<file path="src/rtl/hazard_controller_pkg.sv">
// Shared types and constants for the RV32I hazard controller.
package hazard_pkg;
  typedef enum logic [1:0] {RUN, MEM_WAIT, FAULT} state_e;

  localparam logic [1:0] FWD_RF = 2'b00;
  localparam logic [1:0] FWD_W  = 2'b01;
  localparam logic [1:0] FWD_M  = 2'b10;
endpackage

</file>
<file path="src/rtl/hazard_controller_if.sv">
// Pipeline-to-hazard-controller signal bundle; pipeline is master, controller is slave.
interface hazard_controller_if #(parameter int STALL_CNT_W = 32);
  logic [4:0]             Rs1D, Rs2D, Rs1E, Rs2E, RdE, RdM, RdW;
  logic                   ResultSrcE0, PCSrcE, RegWriteM, MemReqM, MemReadyM, RegWriteW;
  logic                   StallF, StallD, StallE, StallM;
  logic                   FlushD, FlushE, FlushW;
  logic [1:0]             ForwardAE, ForwardBE;
  logic                   MemFault;
  logic [STALL_CNT_W-1:0] StallCount;

  modport master (
    output Rs1D, Rs2D, Rs1E, Rs2E, RdE, RdM, RdW,
           ResultSrcE0, PCSrcE, RegWriteM, MemReqM, MemReadyM, RegWriteW,
    input  StallF, StallD, StallE, StallM, FlushD, FlushE, FlushW,
           ForwardAE, ForwardBE, MemFault, StallCount
  );

  modport slave (
    input  Rs1D, Rs2D, Rs1E, Rs2E, RdE, RdM, RdW,
           ResultSrcE0, PCSrcE, RegWriteM, MemReqM, MemReadyM, RegWriteW,
    output StallF, StallD, StallE, StallM, FlushD, FlushE, FlushW,
           ForwardAE, ForwardBE, MemFault, StallCount
  );
endinterface

</file>
<file path="src/rtl/hazard_controller_forward_unit.sv">
// EX operand bypass select for one source register; M result beats W result.
module forward_unit
  import hazard_pkg::*;
(
  input  logic [4:0] rs,
  input  logic [4:0] rd_m,
  input  logic       reg_write_m,
  input  logic [4:0] rd_w,
  input  logic       reg_write_w,
  output logic [1:0] fwd
);
  always_comb begin
    fwd = FWD_RF;
    if (reg_write_w && rd_w != 5'd0 && rd_w == rs) fwd = FWD_W;
    if (reg_write_m && rd_m != 5'd0 && rd_m == rs) fwd = FWD_M;
  end
endmodule

</file>
<file path="src/rtl/hazard_controller.sv">
// Stall/flush/forward generation with a memory-wait timeout FSM and stall-cycle counter.
module hazard_controller
  import hazard_pkg::*;
#(
  parameter int MEM_TIMEOUT = 16,
  parameter int STALL_CNT_W = 32
) (
  input logic              clk,
  input logic              rst,
  hazard_controller_if.slave hif
);
  localparam int WCW = (MEM_TIMEOUT > 2) ? $clog2(MEM_TIMEOUT) : 1;

  state_e                 state, state_n;
  logic [WCW-1:0]         wait_cnt, wait_n;
  logic [STALL_CNT_W-1:0] stall_cnt;
  logic [1:0]             fwd_a, fwd_b;
  logic                   mem_stall, lw_stall;
  logic                   stall_f, stall_d, stall_e, stall_m, flush_d, flush_e, flush_w;

  forward_unit u_fwd_a (.rs(hif.Rs1E), .rd_m(hif.RdM), .reg_write_m(hif.RegWriteM),
                        .rd_w(hif.RdW), .reg_write_w(hif.RegWriteW), .fwd(fwd_a));
  forward_unit u_fwd_b (.rs(hif.Rs2E), .rd_m(hif.RdM), .reg_write_m(hif.RegWriteM),
                        .rd_w(hif.RdW), .reg_write_w(hif.RegWriteW), .fwd(fwd_b));

  assign mem_stall = hif.MemReqM & ~hif.MemReadyM;
  assign lw_stall  = hif.ResultSrcE0 & (hif.RdE != 5'd0) &
                     ((hif.RdE == hif.Rs1D) | (hif.RdE == hif.Rs2D));

  always_comb begin
    {stall_f, stall_d, stall_e, stall_m} = 4'b0000;
    {flush_d, flush_e, flush_w}          = 3'b000;
    if (rst) begin
      {flush_d, flush_e, flush_w} = 3'b111;
    end else if (state == FAULT || mem_stall) begin
      // Whole pipe frozen; E keeps presenting its branch/load so they resolve later.
      {stall_f, stall_d, stall_e, stall_m} = 4'b1111;
      flush_w = 1'b1;
    end else if (hif.PCSrcE) begin
      {flush_d, flush_e} = 2'b11;
    end else if (lw_stall) begin
      {stall_f, stall_d, flush_e} = 3'b111;
    end
  end

  always_comb begin
    state_n = state;
    wait_n  = wait_cnt;
    case (state)
      RUN: if (mem_stall) begin
        state_n = MEM_WAIT;
        wait_n  = WCW'(1);
      end
      MEM_WAIT: begin
        if (!mem_stall) begin
          state_n = RUN;
          wait_n  = '0;
        end else if (wait_cnt == WCW'(MEM_TIMEOUT - 1)) begin
          state_n = FAULT;
        end else begin
          wait_n = wait_cnt + WCW'(1);
        end
      end
      default: state_n = FAULT;
    endcase
  end

  always_ff @(posedge clk) begin
    if (rst) begin
      state     <= RUN;
      wait_cnt  <= '0;
      stall_cnt <= '0;
    end else begin
      state    <= state_n;
      wait_cnt <= wait_n;
      if (stall_f && stall_cnt != '1) stall_cnt <= stall_cnt + 1'b1;
    end
  end

  assign hif.StallF     = stall_f;
  assign hif.StallD     = stall_d;
  assign hif.StallE     = stall_e;
  assign hif.StallM     = stall_m;
  assign hif.FlushD     = flush_d;
  assign hif.FlushE     = flush_e;
  assign hif.FlushW     = flush_w;
  assign hif.ForwardAE  = rst ? FWD_RF : fwd_a;
  assign hif.ForwardBE  = rst ? FWD_RF : fwd_b;
  assign hif.MemFault   = (state == FAULT);
  assign hif.StallCount = stall_cnt;
endmodule

</file>
<file path="src/flat_wrapper.sv">
// flat-port wrapper written by rule: the top's interface ports become plain ports
module hazard_controller_flat import hazard_pkg::*;
#(
  parameter int MEM_TIMEOUT = 16,
  parameter int STALL_CNT_W = 32
)
  (clk, rst, hif_Rs1D, hif_Rs2D, hif_Rs1E, hif_Rs2E, hif_RdE, hif_RdM, hif_RdW, hif_ResultSrcE0, hif_PCSrcE, hif_RegWriteM, hif_MemReqM, hif_MemReadyM, hif_RegWriteW, hif_StallF, hif_StallD, hif_StallE, hif_StallM, hif_FlushD, hif_FlushE, hif_FlushW, hif_ForwardAE, hif_ForwardBE, hif_MemFault, hif_StallCount);
  hazard_controller_if #(.STALL_CNT_W(STALL_CNT_W)) hif_i ();
  input logic clk;
  input logic rst;
  input wire logic [$bits(hif_i.Rs1D)-1:0] hif_Rs1D;
  input wire logic [$bits(hif_i.Rs2D)-1:0] hif_Rs2D;
  input wire logic [$bits(hif_i.Rs1E)-1:0] hif_Rs1E;
  input wire logic [$bits(hif_i.Rs2E)-1:0] hif_Rs2E;
  input wire logic [$bits(hif_i.RdE)-1:0] hif_RdE;
  input wire logic [$bits(hif_i.RdM)-1:0] hif_RdM;
  input wire logic [$bits(hif_i.RdW)-1:0] hif_RdW;
  input wire logic [$bits(hif_i.ResultSrcE0)-1:0] hif_ResultSrcE0;
  input wire logic [$bits(hif_i.PCSrcE)-1:0] hif_PCSrcE;
  input wire logic [$bits(hif_i.RegWriteM)-1:0] hif_RegWriteM;
  input wire logic [$bits(hif_i.MemReqM)-1:0] hif_MemReqM;
  input wire logic [$bits(hif_i.MemReadyM)-1:0] hif_MemReadyM;
  input wire logic [$bits(hif_i.RegWriteW)-1:0] hif_RegWriteW;
  output wire logic [$bits(hif_i.StallF)-1:0] hif_StallF;
  output wire logic [$bits(hif_i.StallD)-1:0] hif_StallD;
  output wire logic [$bits(hif_i.StallE)-1:0] hif_StallE;
  output wire logic [$bits(hif_i.StallM)-1:0] hif_StallM;
  output wire logic [$bits(hif_i.FlushD)-1:0] hif_FlushD;
  output wire logic [$bits(hif_i.FlushE)-1:0] hif_FlushE;
  output wire logic [$bits(hif_i.FlushW)-1:0] hif_FlushW;
  output wire logic [$bits(hif_i.ForwardAE)-1:0] hif_ForwardAE;
  output wire logic [$bits(hif_i.ForwardBE)-1:0] hif_ForwardBE;
  output wire logic [$bits(hif_i.MemFault)-1:0] hif_MemFault;
  output wire logic [$bits(hif_i.StallCount)-1:0] hif_StallCount;
  assign hif_i.Rs1D = hif_Rs1D;
  assign hif_i.Rs2D = hif_Rs2D;
  assign hif_i.Rs1E = hif_Rs1E;
  assign hif_i.Rs2E = hif_Rs2E;
  assign hif_i.RdE = hif_RdE;
  assign hif_i.RdM = hif_RdM;
  assign hif_i.RdW = hif_RdW;
  assign hif_i.ResultSrcE0 = hif_ResultSrcE0;
  assign hif_i.PCSrcE = hif_PCSrcE;
  assign hif_i.RegWriteM = hif_RegWriteM;
  assign hif_i.MemReqM = hif_MemReqM;
  assign hif_i.MemReadyM = hif_MemReadyM;
  assign hif_i.RegWriteW = hif_RegWriteW;
  assign hif_StallF = hif_i.StallF;
  assign hif_StallD = hif_i.StallD;
  assign hif_StallE = hif_i.StallE;
  assign hif_StallM = hif_i.StallM;
  assign hif_FlushD = hif_i.FlushD;
  assign hif_FlushE = hif_i.FlushE;
  assign hif_FlushW = hif_i.FlushW;
  assign hif_ForwardAE = hif_i.ForwardAE;
  assign hif_ForwardBE = hif_i.ForwardBE;
  assign hif_MemFault = hif_i.MemFault;
  assign hif_StallCount = hif_i.StallCount;
  hazard_controller #(.MEM_TIMEOUT(MEM_TIMEOUT), .STALL_CNT_W(STALL_CNT_W)) u_core (.clk(clk), .rst(rst), .hif(hif_i));
endmodule
</file>
<file path="config.mk">
export PLATFORM = sky130hd
export DESIGN_NAME = hazard_controller_flat
export DESIGN_NICKNAME = d
export VERILOG_FILES = /design/src/rtl/hazard_controller_pkg.sv /design/src/rtl/hazard_controller_if.sv /design/src/rtl/hazard_controller_forward_unit.sv /design/src/rtl/hazard_controller.sv /design/src/flat_wrapper.sv
export SDC_FILE = /design/constraint.sdc
export NUM_CORES = 1
export LEC_CHECK = 0
export ABC_AREA = 1
export CAP_MARGIN = 10
export CORE_MARGIN = 3
export CORE_UTILIZATION = 40
export CTS_CLUSTER_SIZE = 40
export DETAILED_ROUTE_END_ITERATION = 8
export DONT_BUFFER_PORTS = 1
export HOLD_SLACK_MARGIN = 0.02
export SKIP_CTS_REPAIR_TIMING = 1
export SYNTH_ARGS = -nofsm -noshare
export SYNTH_HDL_FRONTEND = slang
export SYNTH_HIERARCHICAL = 1
export SYNTH_SLANG_ARGS = --single-unit
export TNS_END_PERCENT = 30
</file>
<file path="constraint.sdc">
create_clock -name clk -period 1.5 [get_ports clk]
set_input_delay 0.075 -clock clk [delete_from_list [all_inputs] [get_ports clk]]
set_output_delay 0.075 -clock clk [all_outputs]
set_load 0.01 [all_outputs]
</file>
==> flow_summary_export.csv, run 1 <==
group,metric,value,unit
status,status,"complete, but fails checks",
status,violations,"negative hold slack, negative setup slack",
yosys,yosys.cell_types.count,29,
global_route,grt_usage,0.210,
setup_path,path_class,"reg2reg",
clock_tree,cts_root_buf,"clkbuf_8",
clock_tree,cts_tree,"built",
sta,period_minus_slack,1520,ps
pwr,power.leakage,1.91,nW
global_route,grt_start_max_net_pins,40,
floorplanning,die_area,8770,sq um
routing,first_pass_iters,5,
finish,nets,677,
routing,via_count,3590,
yosys,syn_avg_cell_area,5.68,sq um
yosys,ys_seq_elements,38,
yosys,syn-cell-area,3070,sq um
floorplanning,chipWidth,93.6,um
sta,holdWs,-167,ps
clock_tree,clockBufferDepth,2,
setup_path,ff2ff_path_depth,10,
routing,drt_iter0_markers,138,
yosys,syn_inst,541,
routing,detail_route.wl_per_cell,13.3,um
floorplanning,start_util,0.417,
worst_hold_path,holdPathEnd,"u_core/state[1]",
sta,finalHoldViolations,32,
worst_hold_path,hold_path_class,"in2reg",
floorplanning,core,7370,sq um
global_route,grt_first_pass_wirelength,15000,um
pwr,power.switching,0.534,mW
pwr,p_per_area,449,nW/um^2
setup_path,timing.rr.start,"u_core/hif.StallCount[1]",
setup_path,start_kind,"flop",
clock_tree,cts_num_sinks,38,
floorplanning,ios,87,
sta,worst_clock_skew,7.44,ps
global_route,antenna_found_initial,0,
pwr,seqPwrFrac,0.516,
sta,fin_crit_sh,1.01,
job,drv_cap,0,
routing,vias_per_cell,4.91,
yosys,synth_warnings,6,
setup_path,ff2ff_setup_slack,-20,ps
setup_path,path_delay_family,"simple AND/OR/NAND/NOR gates",
sta,fmax,658,MHz
global_route,grt_use_met2,0.353,
placed_design,place.gp.congestion,0.909,
setup_path,crit-reg2reg-capture,"u_core/hif.StallCount[5]",
sta,worstMarginPinSlew,305,ps
clock_tree,insertion_delay,290,ps
setup_path,worstPathArrival,1740,ps
pwr,internal_power,1.42,mW
pwr,pwr-share-clk,0.352,
setup_path,critPathMaxStageDelay,370,ps
global_route,grt_pass1_vias,3320,
worst_hold_path,whs_path_depth,1,
setup_path,crit_cells,10,
finish,insertedDiodeCount,0,
sta,rsz0062_at_grt,"true",
setup_path,critPathMostFrequentCell,"nand3_4",
global_route,grt_overflow,0,
pwr,irDropWorstVdd,0.323,mV
setup_path,cp_slowest_cell,"dfxtp_4",
placed_design,hpwl,7290,um
sta,final_max_slew_viol_count,0,
placed_design,dpl-instance-area,3850,sq um
worst_hold_path,hold_start,"rst",
placed_design,io_buffers,0,
pwr,finalPower,1.96,mW
clock_tree,htree_levels,2,
global_route,grt-busiest-layer,"met2",
pwr,swShare,0.273,
floorplanning,rows,31,
pwr,power_frac_comb,0.133,
routing,ant_nets,0,
clock_tree,cts_buffers,5,
sta,slew_headroom,0.791,
finish,syn2layout_area_growth,42.0,%
finish,fin_area,4360,sq um
floorplanning,die_h,93.6,um
routing,drc,0,
global_route,grtUsageMet3,0.0467,
setup_path,crit_chain,"ha_4 -> nand3_4 -> inv_4 -> nand3_4 -> nor2_4 -> nand3_4 -> nand2_4 -> buf_12 -> nand2_1 -> a21oi_1",
clock_tree,clk_transition_reported_paths,80,ps
setup_path,crit_path_max_fanout,10,
setup_path,critPathBufInv,2,
finish,drive_gt1_frac,0.362,
sta,worst_slack,-20.9,ps
sta,setup_viol,14,
yosys,synth_fp_nets,586,
sta,tns,-145,ps
yosys,seq_area_frac_synth,0.248,
setup_path,endpoint_kind,"flop",
setup_path,crit_required,1720,ps
global_route,use_met1,0.273,
routing,routed_wl,9720,um
==> placed cells by master (no fill, tap or decap), drive strengths merged <==
cell,n
clkbuf,6
xor2,14
a21oi,37
and2,1
nand4,7
nor2,78
clkinv,3
nand2,175
a2111oi,1
inv,74
buf,98
nor3,13
xnor2,9
ha,2
o21ai,11
nand3,58
nand3b,4
a21boi,2
dfxtp,38
o31ai,1
==> Yosys cell counts <==
cell type / n / area share
nand2_1: 168 / 0.21
nor2_1: 68 / 0.083
inv_1: 57 / 0.070
nand3_1: 55 / 0.090
dfxtp_1: 38 / 0.25
a21oi_1: 36 / 0.059
inv_2: 17 / 0.021
xor2_1: 14 / 0.040
nor3_1: 13 / 0.021
nor2_2: 10 / 0.020
o21ai_0: 9 / 0.015
xnor2_1: 9 / 0.026
nand2_2: 7 / 0.014
nand4_1: 7 / 0.014
buf_2: 5 / 0.0081
clkbuf_1: 5 / 0.0061
nand3b_1: 4 / 0.0098
nand3_2: 3 / 0.0098
a21boi_0: 2 / 0.0049
buf_4: 2 / 0.0049
buf_6: 2 / 0.0073
ha_1: 2 / 0.0081
o21ai_1: 2 / 0.0033
a2111oi_0: 1 / 0.0029
a21oi_2: 1 / 0.0029
and2_1: 1 / 0.0020
buf_1: 1 / 0.0012
clkinv_1: 1 / 0.0012
o31ai_1: 1 / 0.0024
==> sequential cells by signal (all words and copies together) (netlist names) <==
register,flops
u_core/state,2
u_core/wait_cnt,4
u_core/hif.StallCount,32
==> routing by layer <==
metal  part of all wire  wire length (um)
met5                  0                 0
met4             0.0059                57
met3              0.078               756
met2               0.48              4630
met1               0.44              4280
==> power by group through the flow <==
| stage | logic (mW) | registers [mW] | clock network (mW) |
|---|---|---|---|
| floorplan | 0.198 | 1.04 | 0 |
| global placement | 0.235 | 1.04 | 0 |
| detailed placement | 0.240 | 1.04 | 0 |
| CTS | 0.241 | 1.02 | 0.707 |
| global route | 0.292 | 1.01 | 0.744 |
| finish | 0.260 | 1.01 | 0.688 |
==> kinds of logic after synthesis <==
group,count (synthesis),share of synthesized area
simple gates,336,0.470
fa+ha+maj,2,0.00815
compound gates,52,0.0896
xor+xnor,23,0.0656
buf+inv,90,0.119
flops,38,0.248
==> through the flow <==
stage / util / setup WS [ps] / hold WS, ps / instances
6_report: 0.592 / -20.9 / -167 / 731
5_1_grt: 0.592 / -126 / -177 / 731
4_1_cts: 0.533 / -194 / -169 / 720
3_5_place_dp: 0.522 / -156 / 146 / 713
3_3_place_gp: 0.522 / -183 / 146 / 713
2_1_floorplan: - / -97.8 / 199 / 541
==> worst max-delay path by stage <==
| stage | slack [ps] | end | start |
|---|---|---|---|
| 2_1_floorplan | -100 | u_core/hif.StallCount[11] | u_core/hif.StallCount[0] |
| 5_1_grt | -130 | u_core/hif.StallCount[5] | u_core/hif.StallCount[1] |
| 6_report | -20 | u_core/hif.StallCount[5] | u_core/hif.StallCount[1] |
| 3_3_place_gp | -180 | u_core/hif.StallCount[11] | u_core/hif.StallCount[3] |
| 4_1_cts | -190 | u_core/hif.StallCount[27] | u_core/hif.StallCount[3] |
| 3_5_place_dp | -160 | u_core/hif.StallCount[27] | u_core/hif.StallCount[3] |
==> cell type report <==
cell class                      count  area, sq um
Fill cell                         722         3010
Multi-Input combinational cell    413         2240
Timing Repair Buffer               99          821
Sequential cell                    38          812
Inverter                           75          284
Tap cell                           99          124
Clock buffer                        5         68.8
Clock inverter                      2         10.0
(Power assumes the default switching activity.)
==> run 2: changes to the inputs <==
--- a/config.mk
+++ b/config.mk
@@ -5,7 +5,6 @@
 export SDC_FILE = /design/constraint.sdc
 export NUM_CORES = 1
 export LEC_CHECK = 0
-export ABC_AREA = 1
 export CAP_MARGIN = 10
 export CORE_MARGIN = 3
 export CORE_UTILIZATION = 40
==> flow_summary_export.csv, run 2 <==
group,metric,value,unit
routing,detail_route.wl_per_cell,16.1,um
sta,setup_viol,34,
setup_path,worstPathArrival,2150,ps
floorplanning,chipWidth,85.8,um
finish,syn2layout_area_growth,39.1,%
global_route,grt_pass1_vias,2557,
sta,worst_clock_skew,6.09,ps
finish,multiInputGateArea,1860,sq um
placed_design,hpwl,5380,um
pwr,irDropWorstVdd,0.290,mV
pwr,power.leakage,1.26,nW
yosys,synth_flop_cell,"dfxtp_1",
pwr,p_per_area,535,nW/um^2
floorplanning,rows,28,
yosys,syn_inst,314,
setup_path,ff2ff_path_depth,6,
yosys,yosys.cell_types.count,48,
global_route,grt_start_max_net_pins,44,
sta,finalHoldViolations,33,
placed_design,place.gp.congestion,0.825,
sta,fmax,520,MHz
finish,regArea,785,sq um
floorplanning,die_area,7360,sq um
placed_design,dpl-instance-area,3190,sq um
finish,nets,429,
routing,drc,0,
floorplanning,core,6030,sq um
setup_path,crit_required,1730,ps
finish,insertedDiodeCount,0,
global_route,antenna_found_initial,0,
clock_tree,clockBufferDepth,2,
finish,largest_reg_flops,32,
setup_path,crit_path_max_fanout,4,
yosys,syn-cell-area,2550,sq um
sta,slew_headroom,0.756,
yosys,yosysMostFrequentCell,"dfxtp_1",
yosys,syn_avg_cell_area,8.11,sq um
routing,via_count,2728,
sta,worst_slack,-425,ps
finish,fin_area,3540,sq um
sta,worstMarginPinSlew,363,ps
clock_tree,cts_buffers,5,
setup_path,start_kind,"flop",
yosys,ys_seq_elements,38,
yosys,async_flop_share,0,
job,drv_cap,0,
floorplanning,ios,87,
status,violations,"negative hold slack, negative setup slack",
routing,first_pass_iters,4,
sta,rsz0062_at_grt,"true",
sta,fin_crit_sh,1.28,
clock_tree,clk_transition_reported_paths,80,ps
global_route,grt_usage,0.190,
worst_hold_path,hold_path_class,"in2reg",
global_route,grt_overflow,0,
sta,period_minus_slack,1920,ps
setup_path,endpoint_kind,"flop",
finish,final_util,0.588,
global_route,grt_first_pass_wirelength,11700,um
yosys,synth_warnings,6,
yosys,synth_top_area_share,0.299,
routing,routed_wl,7410,um
setup_path,path_class,"reg2reg",
yosys,ys_top_cells_by_count,"38 x dfxtp_1, 32 x a21oi_1, 25 x or4_1",
clock_tree,cts_tree,"built",
yosys,synth_fp_nets,359,
worst_hold_path,whs_path_depth,1,
yosys,synth_edf_count,0,
sta,final_max_slew_viol_count,0,
routing,drt_iter0_markers,154,
routing,ant_nets,0,
yosys,yosys-top-cells-area,"dfxtp_1 30%, or4_1 7.4%, xnor2_1 7.2%, o31ai_1 6.5%, a21oi_1 6.3%",
finish,final_common_cell,"buf_4",
yosys,synth_area_leader_cell,"dfxtp_1",
yosys,seq_area_frac_synth,0.299,
clock_tree,cts_root_buf,"clkbuf_8",
clock_tree,cts_num_sinks,38,
sta,holdWs,-155,ps
clock_tree,htree_levels,2,
finish,drive_gt1_frac,0.427,
floorplanning,start_util,0.423,
status,status,"complete, but fails checks",
clock_tree,insertion_delay,280,ps
routing,vias_per_cell,5.94,
finish,final_cell_mix,"80 x buf_4, 23 x dfxtp_1, 21 x xnor2_1, 21 x a21oi_1, 20 x nand2_1",
sta,tns,-9610,ps
finish,fillers,556,
placed_design,io_buffers,0,
floorplanning,die_h,85.8,um
## run 2: cell count changes in the layout (fill, tap and decap cells not counted), sizes merged, moves of 13 or more
cell / delta
nand2: -151
inv: -70
nor2: -63
nand3: -40
or4: +25
o31ai: +21
buf: -13
## run 2: area by class of cell
type	count	share of cell area
clock buffers	5	0.0194
inverters	4	0.00565
clock inverters	2	0.00283
well taps	75	0.0265
repair buffers	86	0.199
multi-input cells	249	0.525
flip-flops and latches	38	0.222
## run 2: through the flow
| step | hold WS, ps | power [mW] | cells | worst slack, ps |
|---|---|---|---|---|
| after floorplan | 182 | 1.21 | 314 | -394 |
| after global placement | 145 | 1.23 | 447 | -339 |
| after detailed placement | 142 | 1.23 | 447 | -361 |
| after CTS | -162 | 1.91 | 454 | -381 |
| after global routing | -170 | 1.98 | 459 | -495 |
| final | -155 | 1.89 | 459 | -425 |
## run 2: worst max-delay path: stages, from the launching register on
cell and delay [ps]:
dfxtp_2 330, nand4_1 230, nor4_1 410, buf_4 200
nand3_2 80, or4_4 490, a21oi_2 130
## run 2: worst paths after layout
path | start | endpoint | slack [ps]
worst max register to register | u_core/hif.StallCount[20] | u_core/hif.StallCount[30] | -420
worst max-delay path | u_core/hif.StallCount[20] | u_core/hif.StallCount[30] | -420
worst min register to register | u_core/wait_cnt[0] | u_core/wait_cnt[0] | 480
worst min-delay path | rst | u_core/hif.StallCount[2] | -160
## run 2: kinds of logic (layout without fill, tap and decap cells)
| logic type | after synthesis | after routing | share of synthesized area |
|---|---|---|---|
| and+or+nand+nor | 136 | 136 | 0.314 |
| AOI/OAI and AO/OA | 81 | 81 | 0.217 |
| DFF | 38 | 38 | 0.299 |
| xor gates and xnor gates | 29 | 29 | 0.0998 |
| buffers and inverters | 27 | 97 | 0.0560 |
| adders and majority gates | 2 | 2 | 0.00983 |
| muxes | 1 | 1 | 0.00442 |
## run 2: metal layers
layer	GRT usage	vias to the layer above	share of wire
met5	0	-	0
met2	0.327	92	0.49
met3	0.0692	4	0.089
met4	0.0417	0	0.0078
met1	0.227	1299	0.41
li1	-	1333	-
## run 2: power by group
part | leakage, nW | internal, mW | switching, mW | total [mW]
clock | 0.0438 | 0.312 | 0.362 | 0.674
combinational | 0.900 | 0.102 | 0.103 | 0.205
sequential | 0.314 | 1.01 | 0.00544 | 1.02
total | 1.26 | 1.42 | 0.470 | 1.89
